[config.mk]
export PLATFORM = sky130hd
export DESIGN_NAME = nibble_frame_collector_flat
export DESIGN_NICKNAME = d
export VERILOG_FILES = /design/src/rtl/nibble_frame_collector_if.sv /design/src/rtl/nibble_frame_collector.sv /design/src/flat_wrapper.sv
export SDC_FILE = /design/constraint.sdc
export NUM_CORES = 1
export LEC_CHECK = 0
export BUFFER_PORTS_ARGS = -buffer_cell sky130_fd_sc_hd__buf_2
export CAP_MARGIN = 20
export CORE_UTILIZATION = 45
export DETAILED_ROUTE_END_ITERATION = 8
export PLACE_DENSITY = 0.68
export SYNTH_ARGS = -nofsm -noshare
export SYNTH_HDL_FRONTEND = slang
export SYNTH_SLANG_ARGS = --single-unit
export TNS_END_PERCENT = 30
[constraint.sdc]
create_clock -name clk -period 2 [get_ports clk]
set_input_delay 0.1 -clock clk [delete_from_list [all_inputs] [get_ports clk]]
set_output_delay 0.1 -clock clk [all_outputs]
set_load 0.02 [all_outputs]
[src/rtl/nibble_frame_collector_if.sv]
`default_nettype none
// ============================================================================
// Module   : nibble_frame_collector_if
// Brief    : Sample-in / frame-out handshake bundle for the nibble frame
//            collector. "master" is the upstream/downstream environment,
//            "slave" is the collector itself.
// Revision : 1.0 - initial release
// ============================================================================
interface nibble_frame_collector_if #(
    parameter int WORDS = 16,
    parameter int W     = 4
);
    logic                   in_valid;
    logic [W-1:0]           in_data;
    logic                   in_last;
    logic                   in_ready;
    logic                   out_valid;
    logic                   out_ready;
    logic [WORDS*W-1:0]     out_frame;
    logic [4:0]             out_count;

    modport master (
        output in_valid, in_data, in_last, out_ready,
        input  in_ready, out_valid, out_frame, out_count
    );

    modport slave (
        input  in_valid, in_data, in_last, out_ready,
        output in_ready, out_valid, out_frame, out_count
    );
endinterface
`default_nettype wire

[src/rtl/nibble_frame_collector.sv]
`default_nettype none
// ============================================================================
// Module   : nibble_frame_collector
// Brief    : Packs a serial stream of 4-bit samples into a 16-word frame,
//            padding short frames (closed by in_last) with 4'hF, and presents
//            the frame on a stable 64-bit bus with a valid/ready handshake.
//            Optional macro NIBBLE_FRAME_COLLECTOR_PINGPONG_EN selects a
//            two-bank build that fills one bank while the other is held.
// Revision : 1.0 - initial release
// ============================================================================
module nibble_frame_collector #(
    parameter int WORDS = 16,
    parameter int W     = 4
) (
    input  logic                   clk,
    input  logic                   rst,
    nibble_frame_collector_if.slave bus
);

    // Index of the final slot; a frame always closes on it.
    localparam logic [3:0]   c_LAST_IDX = 4'(WORDS - 1);
    // Pad value: the downstream minimum finder starts from 15, so padding
    // can never win a minimum.
    localparam logic [W-1:0] c_PAD      = {W{1'b1}};

    typedef enum logic [0:0] {
        ST_FILL = 1'b0,
        ST_HOLD = 1'b1
    } state_t;

    // Slots currently shown on out_frame.
    logic [W-1:0] w_pres_slot [WORDS];

`ifdef NIBBLE_FRAME_COLLECTOR_PINGPONG_EN

    state_t       bank_st_q   [2];
    state_t       bank_st_d   [2];
    logic [W-1:0] bank_slot_q [2][WORDS];
    logic [W-1:0] bank_slot_d [2][WORDS];
    logic [4:0]   bank_cnt_q  [2];
    logic [4:0]   bank_cnt_d  [2];
    logic         pres_q, pres_d;
    logic [3:0]   wr_idx_q, wr_idx_d;

    logic         w_fill_sel;
    logic         w_out_valid;
    logic         w_in_ready;
    logic         w_accept;
    logic         w_release;

    // Bank bookkeeping: the presented bank fills until it closes, after
    // which the other bank fills; release hands presentation to the other
    // bank so frame order follows closing order.
    always_comb begin
        w_fill_sel  = (bank_st_q[pres_q] == ST_HOLD) ? ~pres_q : pres_q;
        w_out_valid = (bank_st_q[pres_q] == ST_HOLD);
        w_in_ready  = !((bank_st_q[0] == ST_HOLD) && (bank_st_q[1] == ST_HOLD));
        w_accept    = bus.in_valid && w_in_ready;
        w_release   = w_out_valid && bus.out_ready;

        bank_st_d   = bank_st_q;
        bank_slot_d = bank_slot_q;
        bank_cnt_d  = bank_cnt_q;
        pres_d      = pres_q;
        wr_idx_d    = wr_idx_q;

        // Accept and release never touch the same bank: a release implies
        // the presented bank is held, so filling targets the other one.
        if (w_accept) begin
            bank_slot_d[w_fill_sel][wr_idx_q] = bus.in_data;
            wr_idx_d = wr_idx_q + 4'd1;
            if (bus.in_last || (wr_idx_q == c_LAST_IDX)) begin
                bank_st_d[w_fill_sel]  = ST_HOLD;
                bank_cnt_d[w_fill_sel] = {1'b0, wr_idx_q} + 5'd1;
                wr_idx_d               = 4'd0;
            end
        end

        if (w_release) begin
            bank_st_d[pres_q] = ST_FILL;
            for (int i = 0; i < WORDS; i++) begin
                bank_slot_d[pres_q][i] = c_PAD;
            end
            pres_d = ~pres_q;
        end
    end

    // Bank state, slots, counts and write pointer registers.
    always_ff @(posedge clk) begin
        if (rst) begin
            for (int b = 0; b < 2; b++) begin
                bank_st_q[b]  <= ST_FILL;
                bank_cnt_q[b] <= 5'd0;
                for (int i = 0; i < WORDS; i++) begin
                    bank_slot_q[b][i] <= c_PAD;
                end
            end
            pres_q   <= 1'b0;
            wr_idx_q <= 4'd0;
        end else begin
            bank_st_q   <= bank_st_d;
            bank_slot_q <= bank_slot_d;
            bank_cnt_q  <= bank_cnt_d;
            pres_q      <= pres_d;
            wr_idx_q    <= wr_idx_d;
        end
    end

    // Select the presented bank onto the output slots.
    always_comb begin
        for (int i = 0; i < WORDS; i++) begin
            w_pres_slot[i] = bank_slot_q[pres_q][i];
        end
    end

    assign bus.in_ready  = w_in_ready;
    assign bus.out_valid = w_out_valid;
    assign bus.out_count = bank_cnt_q[pres_q];

`else

    state_t       state_q, state_d;
    logic [3:0]   wr_idx_q, wr_idx_d;
    logic [W-1:0] slot_q [WORDS];
    logic [W-1:0] slot_d [WORDS];
    logic [4:0]   count_q, count_d;

    logic         w_accept;
    logic         w_release;

    // FILL writes samples into consecutive slots until in_last or the final
    // slot; HOLD freezes the frame until downstream takes it.
    always_comb begin
        state_d   = state_q;
        wr_idx_d  = wr_idx_q;
        slot_d    = slot_q;
        count_d   = count_q;
        w_accept  = 1'b0;
        w_release = 1'b0;

        case (state_q)
            ST_FILL: begin
                w_accept = bus.in_valid;
                if (w_accept) begin
                    slot_d[wr_idx_q] = bus.in_data;
                    wr_idx_d         = wr_idx_q + 4'd1;
                    if (bus.in_last || (wr_idx_q == c_LAST_IDX)) begin
                        state_d = ST_HOLD;
                        count_d = {1'b0, wr_idx_q} + 5'd1;
                    end
                end
            end
            ST_HOLD: begin
                w_release = bus.out_ready;
                if (w_release) begin
                    state_d  = ST_FILL;
                    wr_idx_d = 4'd0;
                    for (int i = 0; i < WORDS; i++) begin
                        slot_d[i] = c_PAD;
                    end
                end
            end
            default: begin
                state_d = ST_FILL;
            end
        endcase
    end

    // State, slot, count and write pointer registers.
    always_ff @(posedge clk) begin
        if (rst) begin
            state_q  <= ST_FILL;
            wr_idx_q <= 4'd0;
            count_q  <= 5'd0;
            for (int i = 0; i < WORDS; i++) begin
                slot_q[i] <= c_PAD;
            end
        end else begin
            state_q  <= state_d;
            wr_idx_q <= wr_idx_d;
            count_q  <= count_d;
            slot_q   <= slot_d;
        end
    end

    // The single bank is always the presented one.
    always_comb begin
        for (int i = 0; i < WORDS; i++) begin
            w_pres_slot[i] = slot_q[i];
        end
    end

    assign bus.in_ready  = (state_q == ST_FILL);
    assign bus.out_valid = (state_q == ST_HOLD);
    assign bus.out_count = count_q;

`endif

    // Word i occupies bits [4i+3:4i]; word 0 is the first sample received.
    for (genvar gi = 0; gi < WORDS; gi++) begin : g_pack
        assign bus.out_frame[gi*W +: W] = w_pres_slot[gi];
    end

endmodule
`default_nettype wire

[src/flat_wrapper.sv]
// flat-port wrapper written by rule: the top's interface ports become plain ports
module nibble_frame_collector_flat 
#(
    parameter int WORDS = 16,
    parameter int W     = 4
)
  (clk, rst, bus_in_valid, bus_in_data, bus_in_last, bus_out_ready, bus_in_ready, bus_out_valid, bus_out_frame, bus_out_count);
  nibble_frame_collector_if #(.WORDS(WORDS), .W(W)) bus_i ();
  input  logic clk;
  input  logic rst;
  input wire logic [$bits(bus_i.in_valid)-1:0] bus_in_valid;
  input wire logic [$bits(bus_i.in_data)-1:0] bus_in_data;
  input wire logic [$bits(bus_i.in_last)-1:0] bus_in_last;
  input wire logic [$bits(bus_i.out_ready)-1:0] bus_out_ready;
  output wire logic [$bits(bus_i.in_ready)-1:0] bus_in_ready;
  output wire logic [$bits(bus_i.out_valid)-1:0] bus_out_valid;
  output wire logic [$bits(bus_i.out_frame)-1:0] bus_out_frame;
  output wire logic [$bits(bus_i.out_count)-1:0] bus_out_count;
  assign bus_i.in_valid = bus_in_valid;
  assign bus_i.in_data = bus_in_data;
  assign bus_i.in_last = bus_in_last;
  assign bus_i.out_ready = bus_out_ready;
  assign bus_in_ready = bus_i.in_ready;
  assign bus_out_valid = bus_i.out_valid;
  assign bus_out_frame = bus_i.out_frame;
  assign bus_out_count = bus_i.out_count;
  nibble_frame_collector #(.WORDS(WORDS), .W(W)) u_core (.clk(clk), .rst(rst), .bus(bus_i));
endmodule
==> metrics.txt <==
drt via density=5.780; Hold Fails Final Rpt=0; Gate Count Post-Synth=383; Max FO, Critical Path=16; area share of the largest cell type after synthesis=0.4250; Initial Util=0.4730; synth-to-layout area growth=14.86%; Worst path max stage delay=440 ps; asr flop ratio synth=0; hpwl dp=6.015 mm; vias=3156; fin. max-slew vios=0; IO Port Bufs=79; vias in the first global route=3054; Worst Skew=12.78 ps; Worst path top cell family by delay=simple AND/OR/NAND/NOR gates; antenna diode count=0; Setup TNS Final=0 ps; cell with the most instances after synthesis=dfxtp_1; outcome=finished clean; fmax=~570 MHz; drt drc=0; final core utilization=0.5433; Finished Cell Area=4004 sq um; Total GRT Usage=0.2398; slowest CP cell=and3b_1; Slew HR=0.4972; Hold WC Path Type=input port to register; WL/cell=around 17 um; layout cell share with drive strength beyond 1=0.3110; Final ANT Viol Nets=0; crit path cell chain=inv_1, ha_1, and3b_1, a211oi_1, o21ai_1; critical path type=register to register; CTS sink cnt=74; CTS tree=done; clock latency at the later pin of the worst-skew pair=360 ps; placed instance area=3809 sq um; critical path required time=2230 ps; Ys Warns=0; CP arrival=1980 ps; IO Count=80; Tcrit/Tclk final=0.8734; Synth top cells by count=dfxtp_1 (74), nor3_1 (60), o21ai_1 (60); gpl congestion=0.7576; most frequently used flop master after synthesis=dfxtp_1; TritonRoute pass-1 iters=5; cell row count=31; Critical path buffers and inverters=1; Syn Area/Cell=between 9 and 10 sq um; Static Leak=~1.3 nW; Resized cells post-CTS=0; synth top area cells=dfxtp_1 (42%), a211oi_1 (10%), nor3_1 (8.6%); Core Area=7370 sq um; CTS Root Cell=clkbuf_8; number of flops mapped to enable cells by yosys=0; maximum VDD drop=0.3182 mV; Tot Pwr=2.890 mW; H-tree levels=3; P per Cell Area=approximately 720 nW/um^2; FF+latch count, synth=74; Final setup viols=0; WL final=9.486 mm; Yosys cell types=34; initial antenna violation count=0; Post-CTS Hold Buffers=0; crit path launch type=register; Period minus WS final=1747 ps; Setup Fix Bufs, Post-CTS=0; max capacitance violation total=0; clock-pin slew on the worst setup and hold paths=around 80 ps; Max Root-Sink Buffers=2; Layout Nets=455; drt first-iter violations=301; largest net degree at the start of global routing=65; DIE AREA=8103 sq um; CTS Buf Count=9; first-pass GRT wire length=15.59 mm; Cell Area, Synth=3486 sq um; Die W=between 90 and 100 um; Synth Net Count=396; global route overflow=0; CP Capture Type=register; RSZ-0062 raised after global routing=false; sequential share of the synthesized area=0.4250; largest area contributor in the netlist=dfxtp_1; Die Span Y=approximately 90 um; Tightest Pin Transition=754.2 ps
[per-stage QoR]
stage                     cells  worst slack, ps  hold WS (ps)
final                       546            253.3         45.60
after global routing        546            122.2         26.16
after CTS                   545            279.1         24.85
after detailed placement    529            286.2         402.5
after global placement      529            311.4         388.0
after floorplan             383            512.3         270.8
[registers in the layout (all words and copies together) (netlist names)]
name	cells
u_core.wr_idx_q	4
u_core.bus.out_count	5
u_core.bus.out_valid	1
u_core.bus.out_frame	64
[layout make-up]
class	count	area (sq um)
repair buffers	100	578.1
flip-flops and latches	74	1481
well taps	99	123.9
multi-input cells	252	1614
clock inverters	5	36.28
fillers	721	3366
clock buffers	11	151.4
inverters	5	18.77
[metal layers]
layer	part of all wire	global-route usage
met3	0.069	0.05415
met5	0	0
met1	0.44	0.3281
met2	0.48	0.3696
met4	0.011	0.08602
[logic make-up (layout without fill, tap and decap cells)]
| family | count (synthesis) | after routing | share of synthesized area |
|---|---|---|---|
| AO/OA/AOI/OAI | 143 | 143 | 0.2800 |
| flip-flops | 74 | 74 | 0.4250 |
| AND/OR/NAND/NOR | 103 | 103 | 0.1633 |
| buffers and inverters | 57 | 121 | 0.1124 |
| XOR/XNOR | 2 | 2 | 0.005026 |
| adder cells (fa/ha/maj) | 4 | 4 | 0.01436 |
[worst register-to-register path, cell delays in order (launching register included)]
cell and delay, ps:
dfxtp_1 420, inv_1 120, ha_1 230, and3b_1 440, a211oi_1 340, o21ai_1 80
[power by group]
| group | leakage [nW] | total, mW | internal [mW] | switching, mW |
|---|---|---|---|---|
| clock | 0.0880 | 1.09 | 0.520 | 0.572 |
| sequential | 0.601 | 1.51 | 1.49 | 0.0179 |
| combinational | 0.644 | 0.288 | 0.0892 | 0.199 |
| total | 1.33 | 2.89 | 2.10 | 0.789 |
[path summary, 6_finish.rpt]
kind | cells past startpoint | from | end | slack (ps)
max reg2reg | 5 | u_core.wr_idx_q[0] | u_core.bus.out_frame[16] | 250
min reg2reg | 2 | u_core.bus.out_count[1] | u_core.bus.out_count[1] | 480
min | 2 | rst | u_core.bus.out_count[1] | 50
max | 5 | u_core.wr_idx_q[0] | u_core.bus.out_frame[16] | 250
[cell usage in the layout (no fill, tap or decap), types with 4 or more instances in the layout]
cell type | netlist | final
and3b_1 | 4 | 4
nor2b_1 | 4 | 4
nor3_1 | 60 | 60
ha_1 | 4 | 4
a211oi_2 | 16 | 16
dfxtp_1 | 74 | 74
a211oi_1 | 48 | 48
buf_2 | 25 | 79
nand4_1 | 5 | 5
o22ai_1 | 4 | 4
o21ai_1 | 60 | 60
nand2_1 | 5 | 5
nand3_1 | 6 | 6
inv_1 | 5 | 5
a21oi_1 | 7 | 7
clkbuf_8 | 0 | 11
nand3b_1 | 4 | 4
nor2_1 | 4 | 4
buf_4 | 1 | 19
Note: power is estimated with default switching activity, not from simulation.
